[config.mk]
export PLATFORM = sky130hd
export DESIGN_NAME = button_press_pulser
export DESIGN_NICKNAME = d
export VERILOG_FILES = /design/src/rtl/button_press_pulser_pkg.sv /design/src/rtl/pulse_interval_timer.sv /design/src/rtl/button_press_pulser.sv
export SDC_FILE = /design/constraint.sdc
export NUM_CORES = 1
export LEC_CHECK = 0
export CORE_AREA = 2 2 82 100
export CTS_CLUSTER_SIZE = 12
export DETAILED_ROUTE_END_ITERATION = 6
export DIE_AREA = 0 0 84 102
export GPL_TIMING_DRIVEN = 0
export PLACE_DENSITY_LB_ADDON = 0.25
export RECOVER_POWER = 25
export SYNTH_ARGS = -nofsm -noshare
export SYNTH_HDL_FRONTEND = slang
export SYNTH_HIERARCHICAL = 1
export SYNTH_SLANG_ARGS = --single-unit
export TNS_END_PERCENT = 100
[constraint.sdc]
create_clock -name i_clk_mhz -period 5 [get_ports i_clk_mhz]
set_input_delay 1.25 -clock i_clk_mhz [delete_from_list [all_inputs] [get_ports i_clk_mhz]]
set_output_delay 1.25 -clock i_clk_mhz [all_outputs]
set_load 0.005 [all_outputs]
[src/rtl/button_press_pulser_pkg.sv]
// ---------------------------------------------------------------------------
// button_press_pulser_pkg
// Shared definitions for the button press pulser and its timer:
//   - state_t        : FSM state codes (ST_IDLE / ST_HOLD / ST_REPEAT)
//   - is_one_hot4    : true when a 4-bit button vector has exactly one bit set
//   - ms_to_cycles   : converts a time in ms to clock cycles at a given FCLK
// ---------------------------------------------------------------------------
package button_press_pulser_pkg;

    // Code 2'b11 is intentionally unused; the FSM recovers it to ST_IDLE.
    typedef enum logic [1:0] {
        ST_IDLE   = 2'b00,
        ST_HOLD   = 2'b01,
        ST_REPEAT = 2'b10
    } state_t;

    // v & (v-1) clears the lowest set bit, so the result is zero only when
    // at most one bit was set; the non-zero test excludes the empty vector.
    function automatic logic is_one_hot4(input logic [3:0] v);
        return (v != 4'b0000) && ((v & (v - 4'd1)) == 4'b0000);
    endfunction

    // 64-bit intermediate: FCLK * ms easily exceeds 32 bits at real clock rates.
    function automatic int ms_to_cycles(input longint fclk_hz, input longint ms);
        return int'((fclk_hz * ms) / 64'd1000);
    endfunction

endpackage

[src/rtl/pulse_interval_timer.sv]
// ---------------------------------------------------------------------------
// pulse_interval_timer
// Up-counter used for the hold and auto-repeat intervals. Counts from zero
// after a clear and saturates at the terminal value; o_done is high while
// the count equals the terminal value.
// Ports:
//   i_clk       clock
//   i_rst       synchronous active-high reset (count -> 0)
//   i_clear     synchronous clear (count -> 0), higher priority than counting
//   i_terminal  terminal count to compare against / saturate at
//   o_done      high when count == i_terminal
// ---------------------------------------------------------------------------
module pulse_interval_timer #(
    parameter int WIDTH = 8
) (
    input  logic             i_clk,
    input  logic             i_rst,
    input  logic             i_clear,
    input  logic [WIDTH-1:0] i_terminal,
    output logic             o_done
);

    logic [WIDTH-1:0] r_count;

    // Count up from zero after every clear, holding at the terminal value so
    // the counter never wraps while the FSM sits in a state without a timeout.
    always_ff @(posedge i_clk) begin
        if (i_rst || i_clear) begin
            r_count <= '0;
        end else if (r_count != i_terminal) begin
            r_count <= r_count + WIDTH'(1);
        end
    end

    assign o_done = (r_count == i_terminal);

endmodule

[src/rtl/button_press_pulser.sv]
// ---------------------------------------------------------------------------
// button_press_pulser
// Turns a debounced, one-hot button level vector into single-cycle press,
// auto-repeat and release pulses plus a held-level vector. All outputs are
// registered.
// Parameters:
//   FCLK       clock frequency in Hz
//   HOLD_MS    hold time before the first auto-repeat pulse, in ms
//   REPEAT_MS  interval between subsequent auto-repeat pulses, in ms
//   REPEAT_EN  1 enables auto-repeat, 0 never issues repeat pulses
// Ports:
//   i_clk_mhz       system clock
//   i_rst_mhz       synchronous active-high reset
//   i_btns_deb      debounced button levels (one-hot or zero expected)
//   o_btns_press    one-cycle pulse of the captured button on press
//   o_btns_repeat   one-cycle pulse of the captured button on each repeat
//   o_btns_release  one-cycle pulse of the captured button on release
//   o_btns_held     captured button level while it is held
// ---------------------------------------------------------------------------
module button_press_pulser
    import button_press_pulser_pkg::*;
#(
    parameter int FCLK      = 20000000,
    parameter int HOLD_MS   = 500,
    parameter int REPEAT_MS = 100,
    parameter int REPEAT_EN = 1
) (
    input  logic       i_clk_mhz,
    input  logic       i_rst_mhz,
    input  logic [3:0] i_btns_deb,
    output logic [3:0] o_btns_press,
    output logic [3:0] o_btns_repeat,
    output logic [3:0] o_btns_release,
    output logic [3:0] o_btns_held
);

    localparam int C_HOLD = ms_to_cycles(FCLK, HOLD_MS);
    localparam int C_REP  = ms_to_cycles(FCLK, REPEAT_MS);
    localparam int C_MAX  = (C_HOLD > C_REP) ? C_HOLD : C_REP;
    localparam int TW     = $clog2(C_MAX);

    // The timer starts at 0 on entering a state, so a count of N-1 means the
    // event registers exactly N edges after the entry edge.
    localparam logic [TW-1:0] C_HOLD_T = TW'(C_HOLD - 1);
    localparam logic [TW-1:0] C_REP_T  = TW'(C_REP - 1);

    state_t      r_state;
    logic [3:0]  r_btn_store;
    logic [3:0]  r_press;
    logic [3:0]  r_repeat;
    logic [3:0]  r_release;
    logic [3:0]  r_held;

    state_t      w_state_next;
    logic [3:0]  w_store_next;
    logic [3:0]  w_press_next;
    logic [3:0]  w_repeat_next;
    logic [3:0]  w_release_next;
    logic [3:0]  w_held_next;
    logic        w_rep_fire;
    logic        w_timer_clear;
    logic        w_timer_done;
    logic [TW-1:0] w_terminal;

    // The timer restarts on every state change and after each repeat pulse
    // while staying in ST_REPEAT.
    assign w_timer_clear = (w_state_next != r_state) || w_rep_fire;

    pulse_interval_timer #(
        .WIDTH (TW)
    ) u_timer (
        .i_clk      (i_clk_mhz),
        .i_rst      (i_rst_mhz),
        .i_clear    (w_timer_clear),
        .i_terminal (w_terminal),
        .o_done     (w_timer_done)
    );

    // State, captured button and the output stage. Reset drops every output
    // immediately, so a reset while a button is held never emits a release.
    always_ff @(posedge i_clk_mhz) begin
        if (i_rst_mhz) begin
            r_state     <= ST_IDLE;
            r_btn_store <= 4'b0000;
            r_press     <= 4'b0000;
            r_repeat    <= 4'b0000;
            r_release   <= 4'b0000;
            r_held      <= 4'b0000;
        end else begin
            r_state     <= w_state_next;
            r_btn_store <= w_store_next;
            r_press     <= w_press_next;
            r_repeat    <= w_repeat_next;
            r_release   <= w_release_next;
            r_held      <= w_held_next;
        end
    end

    // Next-state and next-output logic. The output values are those that
    // belong to the state being entered, so held rises together with press
    // and falls together with release. A change of input is checked before
    // timer expiry, so release always wins over a coincident repeat.
    always_comb begin
        w_state_next   = r_state;
        w_store_next   = r_btn_store;
        w_press_next   = 4'b0000;
        w_repeat_next  = 4'b0000;
        w_release_next = 4'b0000;
        w_held_next    = 4'b0000;
        w_rep_fire     = 1'b0;
        w_terminal     = C_HOLD_T;

        case (r_state)
            ST_IDLE: begin
                if (is_one_hot4(i_btns_deb)) begin
                    w_store_next = i_btns_deb;
                    w_press_next = i_btns_deb;
                    w_held_next  = i_btns_deb;
                    w_state_next = ST_HOLD;
                end
            end
            ST_HOLD: begin
                w_held_next = r_btn_store;
                if (i_btns_deb != r_btn_store) begin
                    w_release_next = r_btn_store;
                    w_held_next    = 4'b0000;
                    w_state_next   = ST_IDLE;
                end else if ((REPEAT_EN != 0) && w_timer_done) begin
                    w_repeat_next = r_btn_store;
                    w_state_next  = ST_REPEAT;
                end
            end
            ST_REPEAT: begin
                w_terminal  = C_REP_T;
                w_held_next = r_btn_store;
                if (i_btns_deb != r_btn_store) begin
                    w_release_next = r_btn_store;
                    w_held_next    = 4'b0000;
                    w_state_next   = ST_IDLE;
                end else if (w_timer_done) begin
                    w_repeat_next = r_btn_store;
                    w_rep_fire    = 1'b1;
                end
            end
            default: begin
                w_state_next = ST_IDLE;
                w_store_next = 4'b0000;
            end
        endcase
    end

    assign o_btns_press   = r_press;
    assign o_btns_repeat  = r_repeat;
    assign o_btns_release = r_release;
    assign o_btns_held    = r_held;

endmodule

==> results.sh <==
export IMPL_setup_worst_path_start_class="register"
export IMPL_die_area_um2=8568
export IMPL_setup_tns_after_final_layout_ns=0
export IMPL_achievable_frequency_mhz=229.4
export IMPL_postLayoutCellArea_um2=3097
export IMPL_setup_violations=0
export IMPL_crit_fanout=16
export IMPL_synth_area_leaders="sky130_fd_sc_hd__dfxtp_1 (35%), sky130_fd_sc_hd__xnor2_1 (11%), sky130_fd_sc_hd__nor2_1 (4.4%), sky130_fd_sc_hd__nand2_1 (2.9%), sky130_fd_sc_hd__a21oi_1 (2.7%)"
export IMPL_postRouteWirelength_um=5594
export IMPL_cts_tree="yes"
export IMPL_critical_path_class="reg2reg"
export IMPL_rows=35
export IMPL_drt_iter0_markers=95
export IMPL_tritoncts_num_buffers=5
export IMPL_critical_path_slowest_cell="sky130_fd_sc_hd__clkbuf_1"
export IMPL_status="finished, final reports clean"
export IMPL_num_vias=2087
export IMPL_cts_hold_repair_buffers=0
export IMPL_synth_edf_count=0
export IMPL_grt_pass1_wl_um=10070
export IMPL_power_leakage_nw=1.071
export IMPL_ioPinCount=22
export IMPL_max_slew_margin_rel_pct=56.52
export IMPL_yosys_cell_types_count=58
export IMPL_drcViolationCount=0
export IMPL_grt_max_degree=17
export IMPL_grt_busiest_layer="met2"
export IMPL_die_h_um=102
export IMPL_postSynth_asyncResetShare_pct=0
export IMPL_postSynthRegisterBits=46
export IMPL_min_period_over_period_pct=87.19
export IMPL_drive_above_1_share_pct=13.76
export IMPL_number_of_sinks_handled_by_clock_tree_synthesis=46
export IMPL_antenna_cells_inserted=0
export IMPL_yosys_warnings=6
export IMPL_final_setup_skew_ns=0.008664
export IMPL_gr_usage_met2_pct=26.52
export IMPL_ctsLongestPathBuffers=2
export IMPL_chipWidth_um=84
export IMPL_yosysSeqAreaShare_pct=35.18
export IMPL_worst_pin_slew_ns=0.6523
export IMPL_global_route_usage_total_pct=14.50
export IMPL_grtUsageMet3_pct=2.746
export IMPL_critical_path_required_ns=5.16
export IMPL_antenna_violations_before_repair=0
export IMPL_finalMaxSlewViolations=0
export IMPL_cellPowerDensity_nw_per_um2=244.2
export IMPL_drt_pass1_iterations=4
export IMPL_max_cap_viol=0
export IMPL_synth_cells=283
export IMPL_grt_setup_unrepaired="no"
export IMPL_port_buffers=19
export IMPL_count_of_cells_resized_by_post_cts_repair=0
export IMPL_finish_utilization_pct=40.88
export IMPL_worst_skew_pair_latency_ns=0.30
export IMPL_area_growth_synth_to_final_pct=18.31
export IMPL_finalHoldViolCount=0
export IMPL_timing_critical_path_cells="inv_1, ha_1, inv_1, xnor2_1, nand4_1, nor2_1, and2_4, buf_12, buf_12, nand2b_1, a21oi_1, a22oi_4, o21ai_0, a211oi_2, or2_0, clkbuf_1, a21oi_1"
export IMPL_route_detailed_wl_per_inst_um=13.35
export IMPL_grt_pass1_vias=2171
export IMPL_postCtsSetupBuffers=0
export IMPL_ctsRootBufferMaster="sky130_fd_sc_hd__clkbuf_8"
export IMPL_ir_drop_mv=0.1549
export IMPL_route_antenna_remaining_nets=0
export IMPL_cp_slowest_stage_delay_ns=0.55
export IMPL_post_drt_via_cell_ratio=4.981
export IMPL_cts_htree_levels=2
export IMPL_synthDominantAreaCellType="sky130_fd_sc_hd__dfxtp_1"
export IMPL_gp_routability_congestion=0.8207
export IMPL_synth_top_area_share_pct=35.18
export IMPL_synthFlopType="sky130_fd_sc_hd__dfxtp_1"
export IMPL_groute_layer_met1_usage_pct=16.56
export IMPL_num_fill_cells=800
export IMPL_min_path_type="reg2reg"
export IMPL_final_min_clock_period_ns=4.359
export IMPL_dp_hpwl_um=4237
export IMPL_nNetsFinal=337
export IMPL_reg2reg_setup_slack_ns=0.64
export IMPL_detailed_place_area_um2=2987
export IMPL_clk_transition_reported_paths_ns=0.09
export IMPL_gr_overflow_total=0
export IMPL_cp_data_arrival_time_ns=4.52
export IMPL_syn_area_per_cell_um2=9.249
export IMPL_endpoint_kind="register"
export IMPL_initial_core_util_pct=34.55
export IMPL_netlist_area_um2=2618
export IMPL_core_area_um2=7576
## power by group
part	internal, mW	switching (mW)	total (mW)
sequential	0.373	0.00603	0.379
combinational	0.0424	0.0559	0.0983
clock	0.149	0.130	0.279
## layer usage
metal	up-vias	routed length, um
met5	-	0
met4	0	119
met3	10	126
met2	28	2895
met1	974	2454
li1	1075	-
## synth_stat cells, types with 6 or more instances
library cell	n
sky130_fd_sc_hd__dfxtp_1	46
sky130_fd_sc_hd__xnor2_1	32
sky130_fd_sc_hd__nor2_1	31
sky130_fd_sc_hd__nand2_1	20
sky130_fd_sc_hd__a21oi_1	14
sky130_fd_sc_hd__nand4_1	11
sky130_fd_sc_hd__inv_1	8
sky130_fd_sc_hd__o21ai_1	7
sky130_fd_sc_hd__or3_1	7
sky130_fd_sc_hd__a21oi_2	6
sky130_fd_sc_hd__buf_6	6
## cells in the final DEF, fill, tap and decap left out, types with 3 or more instances in the layout
cell type                         instances
sky130_fd_sc_hd__dfxtp_1                 46
sky130_fd_sc_hd__xnor2_1                 32
sky130_fd_sc_hd__nor2_1                  31
sky130_fd_sc_hd__nand2_1                 20
sky130_fd_sc_hd__conb_1                  19
sky130_fd_sc_hd__dlygate4sd3_1           15
sky130_fd_sc_hd__a21oi_1                 14
sky130_fd_sc_hd__nand4_1                 11
sky130_fd_sc_hd__inv_1                    8
sky130_fd_sc_hd__o21ai_1                  7
sky130_fd_sc_hd__or3_1                    7
sky130_fd_sc_hd__buf_6                    6
sky130_fd_sc_hd__a21oi_2                  6
sky130_fd_sc_hd__xor2_1                   5
sky130_fd_sc_hd__clkbuf_1                 5
sky130_fd_sc_hd__ha_1                     5
sky130_fd_sc_hd__clkbuf_8                 5
sky130_fd_sc_hd__o31ai_1                  5
sky130_fd_sc_hd__or4_1                    5
sky130_fd_sc_hd__nor3_1                   4
sky130_fd_sc_hd__clkdlybuf4s50_1          4
sky130_fd_sc_hd__nand3_1                  4
sky130_fd_sc_hd__a32oi_1                  3
sky130_fd_sc_hd__and2_1                   3
sky130_fd_sc_hd__a22oi_1                  3
sky130_fd_sc_hd__and3_1                   3
sky130_fd_sc_hd__a2111oi_1                3
## logic make-up (layout without fill, tap and decap cells)
group | Yosys count | count (layout) | synth area share [%]
compound gates | 55 | 55 | 16.40
xor+xnor | 38 | 38 | 13.00
fa+ha+maj | 5 | 5 | 2.390
buf+inv | 23 | 50 | 6.357
flops | 46 | 46 | 35.18
mux | 1 | 1 | 0.3824
other cells | 2 | 19 | 0.2869
simple gates | 113 | 113 | 26.00
## registers in the layout, summed over array words and instances (netlist names)
name             count
o_btns_release       4
o_btns_repeat        4
o_btns_press         4
u_timer/r_count     24
o_btns_held          4
r_state              2
r_btn_store          4
## critical path: cells and delay by family (launching register included)
family                   cells  cell delay [ns]
AND/OR/NAND/NOR              5             1.31
buffers and inverters        5             1.17
AO/OA/AOI/OAI                5             0.81
flip-flops                   1             0.45
adder cells (fa/ha/maj)      1             0.33
XOR/XNOR                     1             0.14
## through the flow
stage	total power, mW	setup slack, ns	instances	hold slack, ns
after global routing	0.7966	0.2078	419	0.5497
after global placement	0.4870	0.6324	411	0.4957
after CTS	0.7703	0.5738	419	0.5225
final	0.7563	0.6407	419	0.5123
after floorplan	0.4629	1.498	300	0.4692
after detailed placement	0.4877	0.6137	411	0.5079
## final timing paths
path | from | end | depth (start not counted)
max | r_state[0]$_SDFF_PP0_ | u_timer/r_count[9]$_SDFFE_PP0P_ | 17
min reg2reg | u_timer/r_count[5]$_SDFFE_PP0P_ | u_timer/r_count[5]$_SDFFE_PP0P_ | 2
max reg2reg | r_state[0]$_SDFF_PP0_ | u_timer/r_count[9]$_SDFFE_PP0P_ | 17
min | u_timer/r_count[5]$_SDFFE_PP0P_ | u_timer/r_count[5]$_SDFFE_PP0P_ | 2
## cell type report
type / instances / area, um2 / area share (%)
well taps: 92 / 115.1 / 3.717
multi-input cells: 231 / 1594 / 51.47
flip-flops and latches: 46 / 920.9 / 29.74
clock buffers: 6 / 72.57 / 2.343
repair buffers: 19 / 190.2 / 6.141
plain buffers: 15 / 136.4 / 4.404
clock inverters: 2 / 37.54 / 1.212
inverters: 8 / 30.03 / 0.9697
Note: power is estimated with default switching activity, not from simulation.
